===== src/rtl/uart_bridge_pkg.sv =====
// Shared types and constants for the multi-channel UART message serializer.
//   state_e           : frame FSM states
//   DEFAULT_SYNC_BYTE : default first byte of every frame
//   frame_len()       : total bytes in one frame for given header/message sizes
package uart_bridge_pkg;

  typedef enum logic [2:0] {
    IDLE = 3'd0,
    SYNC = 3'd1,
    CHAN = 3'd2,
    HDR  = 3'd3,
    MSG  = 3'd4,
    CSUM = 3'd5
  } state_e;

  localparam logic [7:0] DEFAULT_SYNC_BYTE = 8'hA5;

  // SYNC + channel id + header bytes + message bytes + optional checksum.
  function automatic int unsigned frame_len(input int unsigned h, input int unsigned m,
                                            input bit cs);
    return 32'd2 + (h / 32'd8) + (m / 32'd8) + (cs ? 32'd1 : 32'd0);
  endfunction

endpackage


===== src/rtl/rr_arbiter.sv =====
// Round-robin arbiter with a registered priority pointer.
//   clk_i, rst_i : clock, async active-high reset
//   req_i        : request vector
//   advance_i    : grant was taken; pointer moves to grant+1 (mod N)
//   grant_o      : combinational one-hot grant (0 when no request)
module rr_arbiter #(
  parameter int unsigned N = 2
) (
  input  logic         clk_i,
  input  logic         rst_i,
  input  logic [N-1:0] req_i,
  input  logic         advance_i,
  output logic [N-1:0] grant_o
);

  localparam int unsigned PW = (N > 1) ? $clog2(N) : 1;

  logic [PW-1:0] ptr_q, ptr_d;
  logic [PW-1:0] gidx_s;
  logic          found_s;

  // First requester at or above the pointer wins; otherwise the lowest one (wrap).
  always_comb begin
    grant_o = '0;
    gidx_s  = '0;
    found_s = 1'b0;
    for (int i = 0; i < int'(N); i++) begin
      if (!found_s && (i >= int'(ptr_q)) && req_i[i]) begin
        grant_o[i] = 1'b1;
        gidx_s     = PW'(i);
        found_s    = 1'b1;
      end
    end
    for (int i = 0; i < int'(N); i++) begin
      if (!found_s && req_i[i]) begin
        grant_o[i] = 1'b1;
        gidx_s     = PW'(i);
        found_s    = 1'b1;
      end
    end
  end

  // Pointer advances past the granted channel only when the grant is consumed.
  always_comb begin
    if (advance_i) begin
      ptr_d = (gidx_s == PW'(N - 1)) ? '0 : gidx_s + PW'(1);
    end else begin
      ptr_d = ptr_q;
    end
  end

  // Pointer register.
  always_ff @(posedge clk_i or posedge rst_i) begin
    if (rst_i) ptr_q <= '0;
    else       ptr_q <= ptr_d;
  end

endmodule


===== src/rtl/uart_msg_serializer.sv =====
// Arbitrates NUM_CH header+message producers and serialises the granted one
// into a byte frame: SYNC, channel id, header, message, optional XOR checksum.
//   clk_in, rst_in   : clock, async active-high reset
//   ctrl_valid_in    : per-channel "full message available"
//   header_in        : channel i at [i*HEADER_SIZE +: HEADER_SIZE]
//   message_in       : channel i at [i*MESSAGE_SIZE +: MESSAGE_SIZE]
//   bdge_ready_out   : one-hot grant, only in IDLE
//   ll_ready_in      : byte sink ready
//   ll_byte_out      : byte to send, ll_valid_out qualifies it
//   busy_out         : frame in progress
//   frame_done_out   : pulse on the final byte handshake
module uart_msg_serializer
  import uart_bridge_pkg::*;
#(
  parameter int unsigned MESSAGE_SIZE = 512,
  parameter int unsigned HEADER_SIZE  = 32,
  parameter int unsigned NUM_CH       = 2,
  parameter bit          MSB_FIRST    = 1'b1,
  parameter bit          CHECKSUM_EN  = 1'b1,
  parameter logic [7:0]  SYNC_BYTE    = DEFAULT_SYNC_BYTE
) (
  input  logic                           clk_in,
  input  logic                           rst_in,
  input  logic [NUM_CH-1:0]              ctrl_valid_in,
  input  logic [NUM_CH*HEADER_SIZE-1:0]  header_in,
  input  logic [NUM_CH*MESSAGE_SIZE-1:0] message_in,
  output logic [NUM_CH-1:0]              bdge_ready_out,
  input  logic                           ll_ready_in,
  output logic [7:0]                     ll_byte_out,
  output logic                           ll_valid_out,
  output logic                           busy_out,
  output logic                           frame_done_out
);

  localparam int unsigned CW   = (NUM_CH > 1) ? $clog2(NUM_CH) : 1;
  localparam int unsigned HB   = HEADER_SIZE / 8;
  localparam int unsigned MB   = MESSAGE_SIZE / 8;
  localparam int unsigned MAXB = (HB > MB) ? HB : MB;
  localparam int unsigned NW   = $clog2(MAXB + 1);

  if ((MESSAGE_SIZE % 8 != 0) || (HEADER_SIZE % 8 != 0)) begin : g_size_check
    $error("uart_msg_serializer: HEADER_SIZE and MESSAGE_SIZE must be multiples of 8");
  end

  state_e                  state_q, state_d;
  logic [HEADER_SIZE-1:0]  hdr_q, hdr_d, hdr_sel_s;
  logic [MESSAGE_SIZE-1:0] msg_q, msg_d, msg_sel_s;
  logic [CW-1:0]           chan_q, chan_d, chan_sel_s;
  logic [NW-1:0]           cnt_q, cnt_d;
  logic [7:0]              csum_q, csum_d;
  logic [NUM_CH-1:0]       grant_s;
  logic                    accept_s, hs_s, last_s;
  logic [7:0]              hdr_byte_s, msg_byte_s;

  rr_arbiter #(.N(NUM_CH)) u_arb (
    .clk_i     (clk_in),
    .rst_i     (rst_in),
    .req_i     (ctrl_valid_in),
    .advance_i (accept_s),
    .grant_o   (grant_s)
  );

  assign accept_s   = (state_q == IDLE) && (|grant_s);
  assign hs_s       = (state_q != IDLE) && ll_ready_in;
  // Counter holds bytes still to send in the current section.
  assign last_s     = (cnt_q == NW'(1));
  assign hdr_byte_s = MSB_FIRST ? hdr_q[HEADER_SIZE-1 -: 8]  : hdr_q[7:0];
  assign msg_byte_s = MSB_FIRST ? msg_q[MESSAGE_SIZE-1 -: 8] : msg_q[7:0];

  // Select the granted channel's header, message and id (grant is one-hot).
  always_comb begin
    hdr_sel_s  = '0;
    msg_sel_s  = '0;
    chan_sel_s = '0;
    for (int i = 0; i < int'(NUM_CH); i++) begin
      if (grant_s[i]) begin
        hdr_sel_s  = header_in[i*HEADER_SIZE +: HEADER_SIZE];
        msg_sel_s  = message_in[i*MESSAGE_SIZE +: MESSAGE_SIZE];
        chan_sel_s = CW'(i);
      end
    end
  end

  // FSM state register.
  always_ff @(posedge clk_in or posedge rst_in) begin
    if (rst_in) state_q <= IDLE;
    else        state_q <= state_d;
  end

  // FSM next-state logic.
  always_comb begin
    state_d = state_q;
    case (state_q)
      IDLE:    state_d = accept_s ? SYNC : IDLE;
      SYNC:    state_d = hs_s ? CHAN : SYNC;
      CHAN:    state_d = hs_s ? HDR : CHAN;
      HDR:     state_d = (hs_s && last_s) ? MSG : HDR;
      MSG: begin
        if (hs_s && last_s) state_d = CHECKSUM_EN ? CSUM : IDLE;
        else                state_d = MSG;
      end
      CSUM:    state_d = hs_s ? IDLE : CSUM;
      default: state_d = IDLE;
    endcase
  end

  // FSM outputs; the byte is a pure function of registered state.
  always_comb begin
    bdge_ready_out = (state_q == IDLE) ? grant_s : '0;
    ll_valid_out   = (state_q != IDLE);
    busy_out       = (state_q != IDLE);
    frame_done_out = hs_s && ((state_q == CSUM) ||
                              ((state_q == MSG) && last_s && !CHECKSUM_EN));
    case (state_q)
      SYNC:    ll_byte_out = SYNC_BYTE;
      CHAN:    ll_byte_out = 8'(chan_q);
      HDR:     ll_byte_out = hdr_byte_s;
      MSG:     ll_byte_out = msg_byte_s;
      CSUM:    ll_byte_out = csum_q;
      default: ll_byte_out = 8'h00;
    endcase
  end

  // Datapath next state: load on accept, shift/count/accumulate on each handshake.
  always_comb begin
    hdr_d  = hdr_q;
    msg_d  = msg_q;
    chan_d = chan_q;
    cnt_d  = cnt_q;
    csum_d = csum_q;
    if (accept_s) begin
      hdr_d  = hdr_sel_s;
      msg_d  = msg_sel_s;
      chan_d = chan_sel_s;
      cnt_d  = '0;
      csum_d = 8'h00;
    end else if (hs_s) begin
      case (state_q)
        CHAN: begin
          csum_d = csum_q ^ 8'(chan_q);
          cnt_d  = NW'(HB);
        end
        HDR: begin
          csum_d = csum_q ^ hdr_byte_s;
          hdr_d  = MSB_FIRST ? (hdr_q << 4'd8) : (hdr_q >> 4'd8);
          cnt_d  = last_s ? NW'(MB) : (cnt_q - NW'(1));
        end
        MSG: begin
          csum_d = csum_q ^ msg_byte_s;
          msg_d  = MSB_FIRST ? (msg_q << 4'd8) : (msg_q >> 4'd8);
          cnt_d  = last_s ? '0 : (cnt_q - NW'(1));
        end
        default: cnt_d = cnt_q;
      endcase
    end else begin
      cnt_d = cnt_q;
    end
  end

  // Datapath registers.
  always_ff @(posedge clk_in or posedge rst_in) begin
    if (rst_in) begin
      hdr_q  <= '0;
      msg_q  <= '0;
      chan_q <= '0;
      cnt_q  <= '0;
      csum_q <= 8'h00;
    end else begin
      hdr_q  <= hdr_d;
      msg_q  <= msg_d;
      chan_q <= chan_d;
      cnt_q  <= cnt_d;
      csum_q <= csum_d;
    end
  end

endmodule

===== config.mk =====
export PLATFORM = sky130hd
export DESIGN_NAME = uart_msg_serializer
export DESIGN_NICKNAME = d
export VERILOG_FILES = /design/src/rtl/uart_bridge_pkg.sv /design/src/rtl/rr_arbiter.sv /design/src/rtl/uart_msg_serializer.sv
export SDC_FILE = /design/constraint.sdc
export NUM_CORES = 1
export LEC_CHECK = 0
export CORE_AREA = 2 2 437 439
export DETAILED_ROUTE_END_ITERATION = 12
export DIE_AREA = 0 0 439 441
export MAX_ROUTING_LAYER = met4
export PLACE_DENSITY = 0.37
export SYNTH_ARGS = -nofsm -noshare
export SYNTH_HDL_FRONTEND = slang
export SYNTH_HIERARCHICAL = 1
export SYNTH_SLANG_ARGS = --single-unit

===== constraint.sdc =====
create_clock -name clk_in -period 29.6 [get_ports clk_in]
set_input_delay 7.4 -clock clk_in [delete_from_list [all_inputs] [get_ports clk_in]]
set_output_delay 7.4 -clock clk_in [all_outputs]
set_load 0.1 [all_outputs]

# [Word-level counts from Yosys, hierarchy flattened]
# Cells that the tools add are included.
[totals] ff_bits=564 inputBits=1093 output_inout_bits=13 elab_cells=77
[op_classes] add_sub_neg=2 n_lt_le_gt_ge=1 eq_ne=6 n_mux=37 n_bitwise=3 n_reduce_logical=21
[op_table] cell="2-to-1 mux 512 bit" n=5
[op_table] cell="2-to-1 mux 32 bit" n=5
[op_table] cell="case mux 8 bit (5 select lines)" n=1
[op_table] cell="2-to-1 mux 7 bit" n=4
[op_table] cell="case mux 8 bit (3 select lines)" n=1
[op_table] cell="case mux 7 bit (3 select lines)" n=1
[op_table] cell="case mux 3 bit (6 select lines)" n=1
[op_table] cell="2-to-1 mux 8 bit" n=2
[op_table] cell="bitwise XOR 8 bit" n=2
[op_table] cell="2-to-1 mux 1 bit" n=13
[op_table] cell="logical AND 1 bit" n=8
[op_table] cell="bitwise XOR 8 x 1 -> 8 bit" n=1
[op_table] cell="equality test 7 x 1 -> 1 bit (second input constant)" n=1
[op_table] cell="subtractor 7 x 1 -> 7 bit (second input constant)" n=1
[op_table] cell="equality test 3 x 2 -> 1 bit (second input constant)" n=2
[op_table] cell="equality test 3 bit (second input constant)" n=2
[op_table] cell="2-to-1 mux 3 bit" n=2
[op_table] cell="AND reduction 2 bit" n=3
[op_table] cell="nonzero test 2 bit" n=3
[op_table] cell="2-to-1 mux 2 bit" n=2
[op_table] cell="nonzero test 4 bit" n=1
[op_table] cell="equality test 3 x 1 -> 1 bit (second input constant)" n=1
[op_table] cell="logical NOT 1 bit" n=3
[op_table] cell="logical NOT 3 bit" n=1
[op_table] cell="4 further kinds" n=4

# [Longest topological paths before layout]
# Gate-level depths: netlist of the first run.
[depth] ltp_word=16 ltp_mapped=11 depth_no_buf=7

# [Modules after synthesis]
# The synthesis of the first run kept the hierarchy.
[by_module_without_submodules] module="uart_msg_serializer" n_inst=1 cells_per_inst=3220 area_per_inst_um2=32214.6 seq_area_each_um2=14088.5
[by_module_without_submodules] module="rr_arbiter" n_inst=1 cells_per_inst=7 area_per_inst_um2=60.1 seq_area_each_um2=25.0

# [Worst setup path after synthesis of the first run]
# Ideal clock, no wire load.
[synth_timing] path_kind="input -> output" startpoint="input ctrl_valid_in[0]" endpoint="output bdge_ready_out[1]" t_arrival_ns=9.077 required_time_ns=22.200 path_slack_ns=13.123 path_stages=6 cell_sequence="nand2b_1 > and2_2 > buf_4 > clkbuf_1 > buf_1 > and2_1"
[synth_between] elab_chain_cells=12 word_cells_on_any_way=13
[synth_rtl] element="start, declared" line_no="uart_msg_serializer.sv:24" source="input logic [NUM_CH-1:0] ctrl_valid_in,"
[synth_rtl] element="logical AND 1 bit" line_no="rr_arbiter.sv:28" source="if (!found_s && (i >= int'(ptr_q)) && req_i[i]) begin"
[synth_rtl] element="2-to-1 mux 1 bit" line_no="rr_arbiter.sv:28"
[synth_rtl] element="logical NOT 1 bit" line_no="rr_arbiter.sv:28"
[synth_rtl] element="logical AND 1 bit" line_no="rr_arbiter.sv:28"
[synth_rtl] element="2-to-1 mux 1 bit" line_no="rr_arbiter.sv:28"
[synth_rtl] element="logical NOT 1 bit" line_no="rr_arbiter.sv:35" source="if (!found_s && req_i[i]) begin"
[synth_rtl] element="logical AND 1 bit" line_no="rr_arbiter.sv:35"
[synth_rtl] element="2-to-1 mux 1 bit" line_no="rr_arbiter.sv:35"
[synth_rtl] element="logical NOT 1 bit" line_no="rr_arbiter.sv:35"
[synth_rtl] element="logical AND 1 bit" line_no="rr_arbiter.sv:35"
[synth_rtl] element="2-to-1 mux 1 bit (*)" line_no="rr_arbiter.sv:35"
[synth_rtl] element="named net grant_s[1]" line_no="uart_msg_serializer.sv:51" source="logic [NUM_CH-1:0] grant_s;"
[synth_rtl] element="2-to-1 mux 2 bit (*)" line_no="uart_msg_serializer.sv:109" source="bdge_ready_out = (state_q == IDLE) ? grant_s : '0;"
[synth_rtl] element="end, declared" line_no="uart_msg_serializer.sv:27" source="output logic [NUM_CH-1:0] bdge_ready_out,"
# Mark *: on every way through the listed nets, which the timed path passes. The rest lies on a longest branch.

# [Worst setup path in the final report of the first run]
[layout_timing] startpoint="input ctrl_valid_in[0]" endpoint="output bdge_ready_out[0]"
[layout_between] elab_chain_cells=9
[layout_rtl] element="logical AND 1 bit" line_no="rr_arbiter.sv:28"
[layout_rtl] element="2-to-1 mux 1 bit" line_no="rr_arbiter.sv:28"
[layout_rtl] element="logical NOT 1 bit" line_no="rr_arbiter.sv:28"
[layout_rtl] element="logical AND 1 bit" line_no="rr_arbiter.sv:28"
[layout_rtl] element="2-to-1 mux 1 bit" line_no="rr_arbiter.sv:28"
[layout_rtl] element="logical NOT 1 bit" line_no="rr_arbiter.sv:35"
[layout_rtl] element="logical AND 1 bit" line_no="rr_arbiter.sv:35"
[layout_rtl] element="2-to-1 mux 1 bit (*)" line_no="rr_arbiter.sv:35"
[layout_rtl] element="named net grant_s[0]" line_no="uart_msg_serializer.sv:51"
[layout_rtl] element="2-to-1 mux 2 bit (*)" line_no="uart_msg_serializer.sv:109"
# Marked as above.

==> flow_metrics.py, run 1 <==
metrics = {
    "status": {
        "status": "completed",
    },
    "sta": {
        "rsz0062_at_grt": "no",
        "fin_tns_setup_ps": 0,
        "hold_viol_final": 0,
        "finalCritPeriodShare_pct": 59.0,
        "worst_pin_slew_ps": 1130,
        "setup_viol": 0,
        "slew_violations": 0,
        "fmax_mhz": 57.3,
        "relSlewSlack_pct": 24.8,
        "whs_ps": 473,
        "fin_ws_ps": 12140,
        "min_period_ps": 17460,
        "skew_ps": 49.5,
    },
    "critical_path": {
        "worstPathMaxFanout": 3,
        "r2r-end": "msg_q[409]",
        "crit_top_cell": "clkdlybuf4s50_1",
        "startpoint_type": "input pin",
        "reg2reg_depth": 11,
        "critPathKind": "in -> out",
        "rr_startpoint": "u_arb/ptr_q",
        "slowest_stage": "clkdlybuf4s50_1",
        "path_delay_family": "buffers and inverters",
        "crit_path_end_kind": "output port",
        "required_ps": 22200,
        "critPathBufInv": 3,
        "max_stage_delay_ps": 1160,
        "arrival_ps": 10060,
        "path_cells": "clkdlybuf4s50_1 > a21boi_0 > buf_4 > and2_1 > clkdlybuf4s50_1",
        "reg2reg_slack_ps": 22930,
    },
    "synth": {
        "synthArstFlopShare_pct": 100,
        "syn_avg_cell_area_um2": 10.0,
        "synth_edf_count": 0,
        "synthesis.nets": 4323,
        "synth.distinct_cells": 61,
        "ys_ff_latch": 564,
        "synth_ff_type": "dfrtp_1",
        "synth.cell_area_um2": 32300,
        "seq_area_frac_synth_pct": 43.7,
        "ys_warn_count": 6,
        "synthCells": 3227,
    },
    "drt": {
        "drt-total-wl_um": 156000,
        "via_per_inst": 4.42,
        "vias": 29500,
        "drt_iter0_drc": 2098,
        "ant_nets": 0,
        "wl_per_cell_um": 23.4,
        "dr.pass1.iters": 5,
        "drcViolationCount": 0,
    },
    "grt": {
        "grt_pass1_wl_um": 217000,
        "antenna_found_initial": 36,
        "grt_overflow_total": 0,
        "grt_max_degree": 212,
        "grt_util_all_layers_pct": 15.7,
        "grt_pass1_vias": 30100,
    },
    "cts": {
        "postCtsSetupBuffers": 0,
        "cts_root_buf": "clkbuf_16",
        "h-tree-depth": 3,
        "cts_buffers": 73,
        "path_clk_slew_ps": 50,
        "cts_hold_buf": 0,
        "cts_buffer_depth": 3,
        "cts.sinks": 564,
        "clk_latency_ps": 680,
        "cts_tree": "built",
        "cts_resized": 0,
    },
    "job": {
        "drv_cap": 0,
    },
    "floorplan": {
        "dieHeight_um": 441,
        "initial_utilization_pct": 17.1,
        "die_x_um": 439,
        "fp-row-count": 160,
        "die-area_um2": 194000,
        "design.core.area_um2": 189000,
        "ios": 1106,
    },
    "layout": {
        "final_nets": 5185,
        "final_cell_area_um2": 47600,
        "fin_cells": 6677,
        "final_layout_size_suffix_gt1_share_pct": 13.3,
        "area_delta_synth_final_pct": 47.5,
        "fillers": 20400,
        "fin_util_pct": 25.2,
    },
    "power": {
        "power_mw": 3.48,
        "cellPowerDensity_nw_per_um2": 73.0,
        "leakagePower_nw": 18.9,
        "vdd_drop_max_mv": 0.0429,
    },
    "hold_path": {
        "worstHoldPathType": "reg -> reg",
        "hp-start": "msg_q[232]",
        "hold_depth": 2,
        "holdPathEnd": "msg_q[232]",
    },
    "placed_design": {
        "dp_cells": 6525,
        "numPortBuffers": 1105,
        "routabilityCongestion": 0.804,
        "hpwl_um": 117000,
        "placed_area_um2": 45000,
        "pre_cts_ws_ps": 11960,
    },
}
==> power by group <==
part | switching (mW) | total (mW) | internal [mW]
clock network | 0.382 | 0.932 | 0.550
registers | 0.234 | 1.37 | 1.13
logic | 0.686 | 1.17 | 0.488
total | 1.30 | 3.48 | 2.17
==> cell families after synthesis <==
logic type / synth area share [%]
buffers and inverters: 6.19
AO/OA/AOI/OAI: 35.7
adder cells (fa/ha/maj): 0.116
multiplexers: 1.09
flip-flops: 43.7
AND/OR/NAND/NOR: 13.1
XOR/XNOR: 0.109
==> worst reg2reg max path, stage by stage (launching register included) <==
cell and delay (ps):
dfrtp_1 390, nand2b_1 160, and2_4 240, or2_4 310, o211ai_4 170, buf_4 780, buf_4 870, buf_4 750
buf_4 860, buf_4 840, buf_4 810, o31ai_1 320
==> sequential cells by signal (all words and copies together) (netlist names) <==
| register | flops |
|---|---|
| msg_q | 512 |
| hdr_q | 32 |
| csum_q | 8 |
| cnt_q | 7 |
| state_q | 3 |
| chan_q | 1 |
| u_arb/ptr_q | 1 |
==> worst max-delay path by stage <==
stage / start / to / slack [ps] / cells after the start
6_report: ctrl_valid_in[0] / bdge_ready_out[0] / 12140 / 5
5_1_grt: ctrl_valid_in[0] / bdge_ready_out[0] / 12040 / 5
4_1_cts: ctrl_valid_in[0] / bdge_ready_out[0] / 11960 / 5
3_5_place_dp: ctrl_valid_in[0] / bdge_ready_out[0] / 11960 / 5
3_3_place_gp: ctrl_valid_in[0] / bdge_ready_out[0] / 11870 / 5
2_1_floorplan: rst_in / chan_q / 6450 / 1
==> per-layer routing <==
metal / wire (µm) / global-route usage [%] / up-vias / part of all wire [%]
li1: - / - / 14000 / -
met1: 65700 / 18.8 / 14500 / 42
met2: 78800 / 26.8 / 827 / 51
met3: 7840 / 3.14 / 163 / 5.0
met4: 3630 / 4.16 / 0 / 2.3
met5: 0 / - / - / 0
==> cell usage after synthesis (3+ instances only) <==
master | instances | area share (%)
nor2_1 | 522 | 6.1
or4_1 | 4 | 0.093
and2_1 | 4 | 0.078
a32o_1 | 3 | 0.093
buf_6 | 15 | 0.52
o22ai_1 | 3 | 0.058
dfrtp_1 | 564 | 44
a21oi_1 | 45 | 0.70
nor2b_1 | 3 | 0.058
ha_1 | 3 | 0.12
nand2b_1 | 3 | 0.058
o2bb2ai_1 | 9 | 0.24
a21o_1 | 4 | 0.093
a221oi_2 | 367 | 17
a221oi_1 | 161 | 4.4
clkbuf_1 | 94 | 1.1
nand3_1 | 4 | 0.062
buf_4 | 59 | 1.4
nand2_1 | 523 | 6.1
o21ai_0 | 16 | 0.25
or3_1 | 4 | 0.078
buf_1 | 19 | 0.22
mux2i_1 | 35 | 1.1
buf_2 | 182 | 2.8
o31ai_1 | 510 | 12
inv_1 | 10 | 0.12
a22oi_1 | 19 | 0.44
==> cell usage in the layout, fill, tap and decap left out, drive strengths merged, types with 5 or more instances in the layout <==
cell           synthesis  final
clkdlybuf4s50          0   1105
dfrtp                564    564
a221oi               528    528
nand2                525    525
nor2                 522    522
o31ai                510    510
clkbuf                95    100
buf                  275     52
a21oi                 46     46
mux2i                 35     35
diode                  0     24
a22oi                 19     19
o21ai                 18     18
clkinv                 0     16
inv                   11     14
o2bb2ai                9      9
bufinv                 0      6
and2                   5      5
==> area by class of cell <==
class | instances | area (µm²) | share of cell area [%]
inverters | 11 | 65.1 | 0.137
clock buffers | 100 | 2080 | 4.37
well taps | 2511 | 3140 | 6.60
flip-flops and latches | 564 | 14100 | 29.7
clock inverters | 28 | 432 | 0.907
repair buffers | 1157 | 11500 | 24.2
multi-input cells | 2282 | 16200 | 34.0
diodes | 24 | 60.1 | 0.126
Power figures use the tool's default switching activity.
==> run 2: changes to the inputs <==
- clock period: 29.6 -> 16.11 ns (I/O delays scaled with it)
==> flow_metrics.py, run 2 (same netlist as run 1, synthesis figures left out) <==
metrics = {
    "drt": {
        "wl_per_cell_um": 23.8,
        "vias": 29600,
        "dr.pass1.iters": 7,
        "drt-total-wl_um": 159000,
        "ant_nets": 0,
        "via_per_inst": 4.43,
        "drt_iter0_drc": 1910,
        "drcViolationCount": 0,
    },
    "floorplan": {
        "design.core.area_um2": 189000,
        "ios": 1106,
        "die_x_um": 439,
        "dieHeight_um": 441,
        "fp-row-count": 160,
        "die-area_um2": 194000,
        "initial_utilization_pct": 17.1,
    },
    "sta": {
        "finalCritPeriodShare_pct": 66.2,
        "fin_tns_setup_ps": 0,
        "fin_ws_ps": 5440,
        "hold_viol_final": 0,
        "worst_pin_slew_ps": 1180,
        "skew_ps": 61.3,
        "fmax_mhz": 93.7,
        "slew_violations": 0,
        "relSlewSlack_pct": 21.4,
        "min_period_ps": 10670,
        "setup_viol": 0,
        "rsz0062_at_grt": "no",
    },
    "placed_design": {
        "routabilityCongestion": 0.779,
        "dp_cells": 6518,
        "hpwl_um": 118000,
        "numPortBuffers": 1105,
        "pre_cts_ws_ps": 5220,
    },
    "hold_path": {
        "hold_depth": 2,
        "hp-start": "msg_q[107]",
        "worstHoldPathType": "reg -> reg",
        "holdPathEnd": "msg_q[107]",
    },
    "power": {
        "switching_power_mw": 2.43,
        "p_clk_share_pct": 27.2,
        "combPwrFrac_pct": 33.1,
        "switching_share_pct": 37.8,
        "p_int_mw": 4.00,
        "cellPowerDensity_nw_per_um2": 135,
        "vdd_drop_max_mv": 0.0709,
        "leakagePower_nw": 18.9,
        "pwr-share-seq_pct": 39.8,
    },
    "layout": {
        "regMostFlops": "msg_q",
        "final_layout_size_suffix_gt1_share_pct": 13.2,
        "fillers": 20400,
        "final_cell_mix": "clkdlybuf4s50_1 (1105), dfrtp_1 (564), nand2_1 (523), nor2_1 (522), o31ai_1 (510)",
        "area_delta_synth_final_pct": 47.7,
        "final_nets": 5180,
        "fin_cells": 6679,
        "largest_register_ff_count": 512,
        "top_regs": "msg_q (512), hdr_q (32), csum_q (8)",
        "final_common_cell": "clkdlybuf4s50_1",
    },
    "grt": {
        "grt_max_degree": 181,
        "grt_util_all_layers_pct": 16.0,
        "grt_pass1_vias": 30100,
        "antenna_found_initial": 47,
        "grt_pass1_wl_um": 221000,
        "grt_overflow_total": 0,
    },
    "cts": {
        "h-tree-depth": 3,
        "postCtsSetupBuffers": 0,
        "cts_root_buf": "clkbuf_16",
        "cts_tree": "built",
        "clk_latency_ps": 690,
        "cts.sinks": 564,
        "cts_buffer_depth": 3,
        "cts_hold_buf": 0,
        "cts_buffers": 75,
        "cts_resized": 0,
        "path_clk_slew_ps": 50,
    },
    "critical_path": {
        "startpoint_type": "input pin",
        "arrival_ps": 6640,
        "reg2reg_depth": 10,
        "reg2reg_slack_ps": 11310,
        "required_ps": 12080,
        "r2r-end": "msg_q[378]",
        "critPathKind": "in -> out",
        "worstPathMaxFanout": 3,
        "crit_path_end_kind": "output port",
        "rr_startpoint": "u_arb/ptr_q",
    },
    "status": {
        "status": "completed",
    },
    "job": {
        "drv_cap": 0,
    },
}
==> run 2: cell count changes in the layout (fill, tap and decap cells not counted), sizes merged <==
cell	before	now
clkinv	16	18
inv	14	12
diode	24	27
clkinvlp	3	5
bufinv	6	4
buf	52	45
clkbuf	100	106
==> run 2: how the worst max path moves through the flow <==
stage | from | slack (ps) | depth (start not counted) | end
floorplan | rst_in | 4420 | 1 | chan_q
global placement | ctrl_valid_in[1] | 5220 | 5 | bdge_ready_out[0]
detailed placement | ctrl_valid_in[1] | 5220 | 5 | bdge_ready_out[0]
CTS | ctrl_valid_in[1] | 5220 | 5 | bdge_ready_out[0]
global route | ctrl_valid_in[1] | 5280 | 5 | bdge_ready_out[0]
finish | ctrl_valid_in[1] | 5440 | 5 | bdge_ready_out[0]
==> run 2: metrics by stage <==
step           util (%)  power (mW)  hold slack, ps  cell area (µm²)
2_1_floorplan         -        3.86             449            32300
3_3_place_gp       23.8        4.74             460            45000
3_5_place_dp       23.8        4.76             466            45000
4_1_cts            25.2        6.57             478            47600
5_1_grt            25.2        6.93             493            47700
6_report           25.2        6.42             475            47700
==> run 2: layout make-up <==
class	instances	area, µm²	share of cell area [%]
multi-input cells	2282	16200	34.0
flip-flops and latches	564	14100	29.6
repair buffers	1150	11500	24.2
well taps	2511	3140	6.59
clock buffers	106	2150	4.52
clock inverters	28	405	0.850
diodes	27	67.6	0.142
inverters	11	61.3	0.129
==> run 2: critical path: stages <==
cell,delay (ps)
clkdlybuf4s50_1,610
a21boi_1,360
buf_4,180
and2_1,260
clkdlybuf4s50_1,1190
==> run 2: per-layer routing <==
metal	wire length, µm	share of wire (%)	up-vias	global-route usage (%)
li1	-	-	14100	-
met1	65700	41	14500	18.8
met2	82700	52	856	28.3
met3	7740	4.9	156	3.13
met4	2780	1.7	0	3.21
met5	0	0	-	-
==> run 2: power by group through the flow <==
stage	Combinational [mW]	Sequential [mW]	Clock (mW)
3_3_place_gp	2.14	2.60	0
3_5_place_dp	2.17	2.59	0
2_1_floorplan	1.49	2.38	0
4_1_cts	2.18	2.58	1.82
6_report	2.12	2.55	1.75
5_1_grt	2.40	2.65	1.87
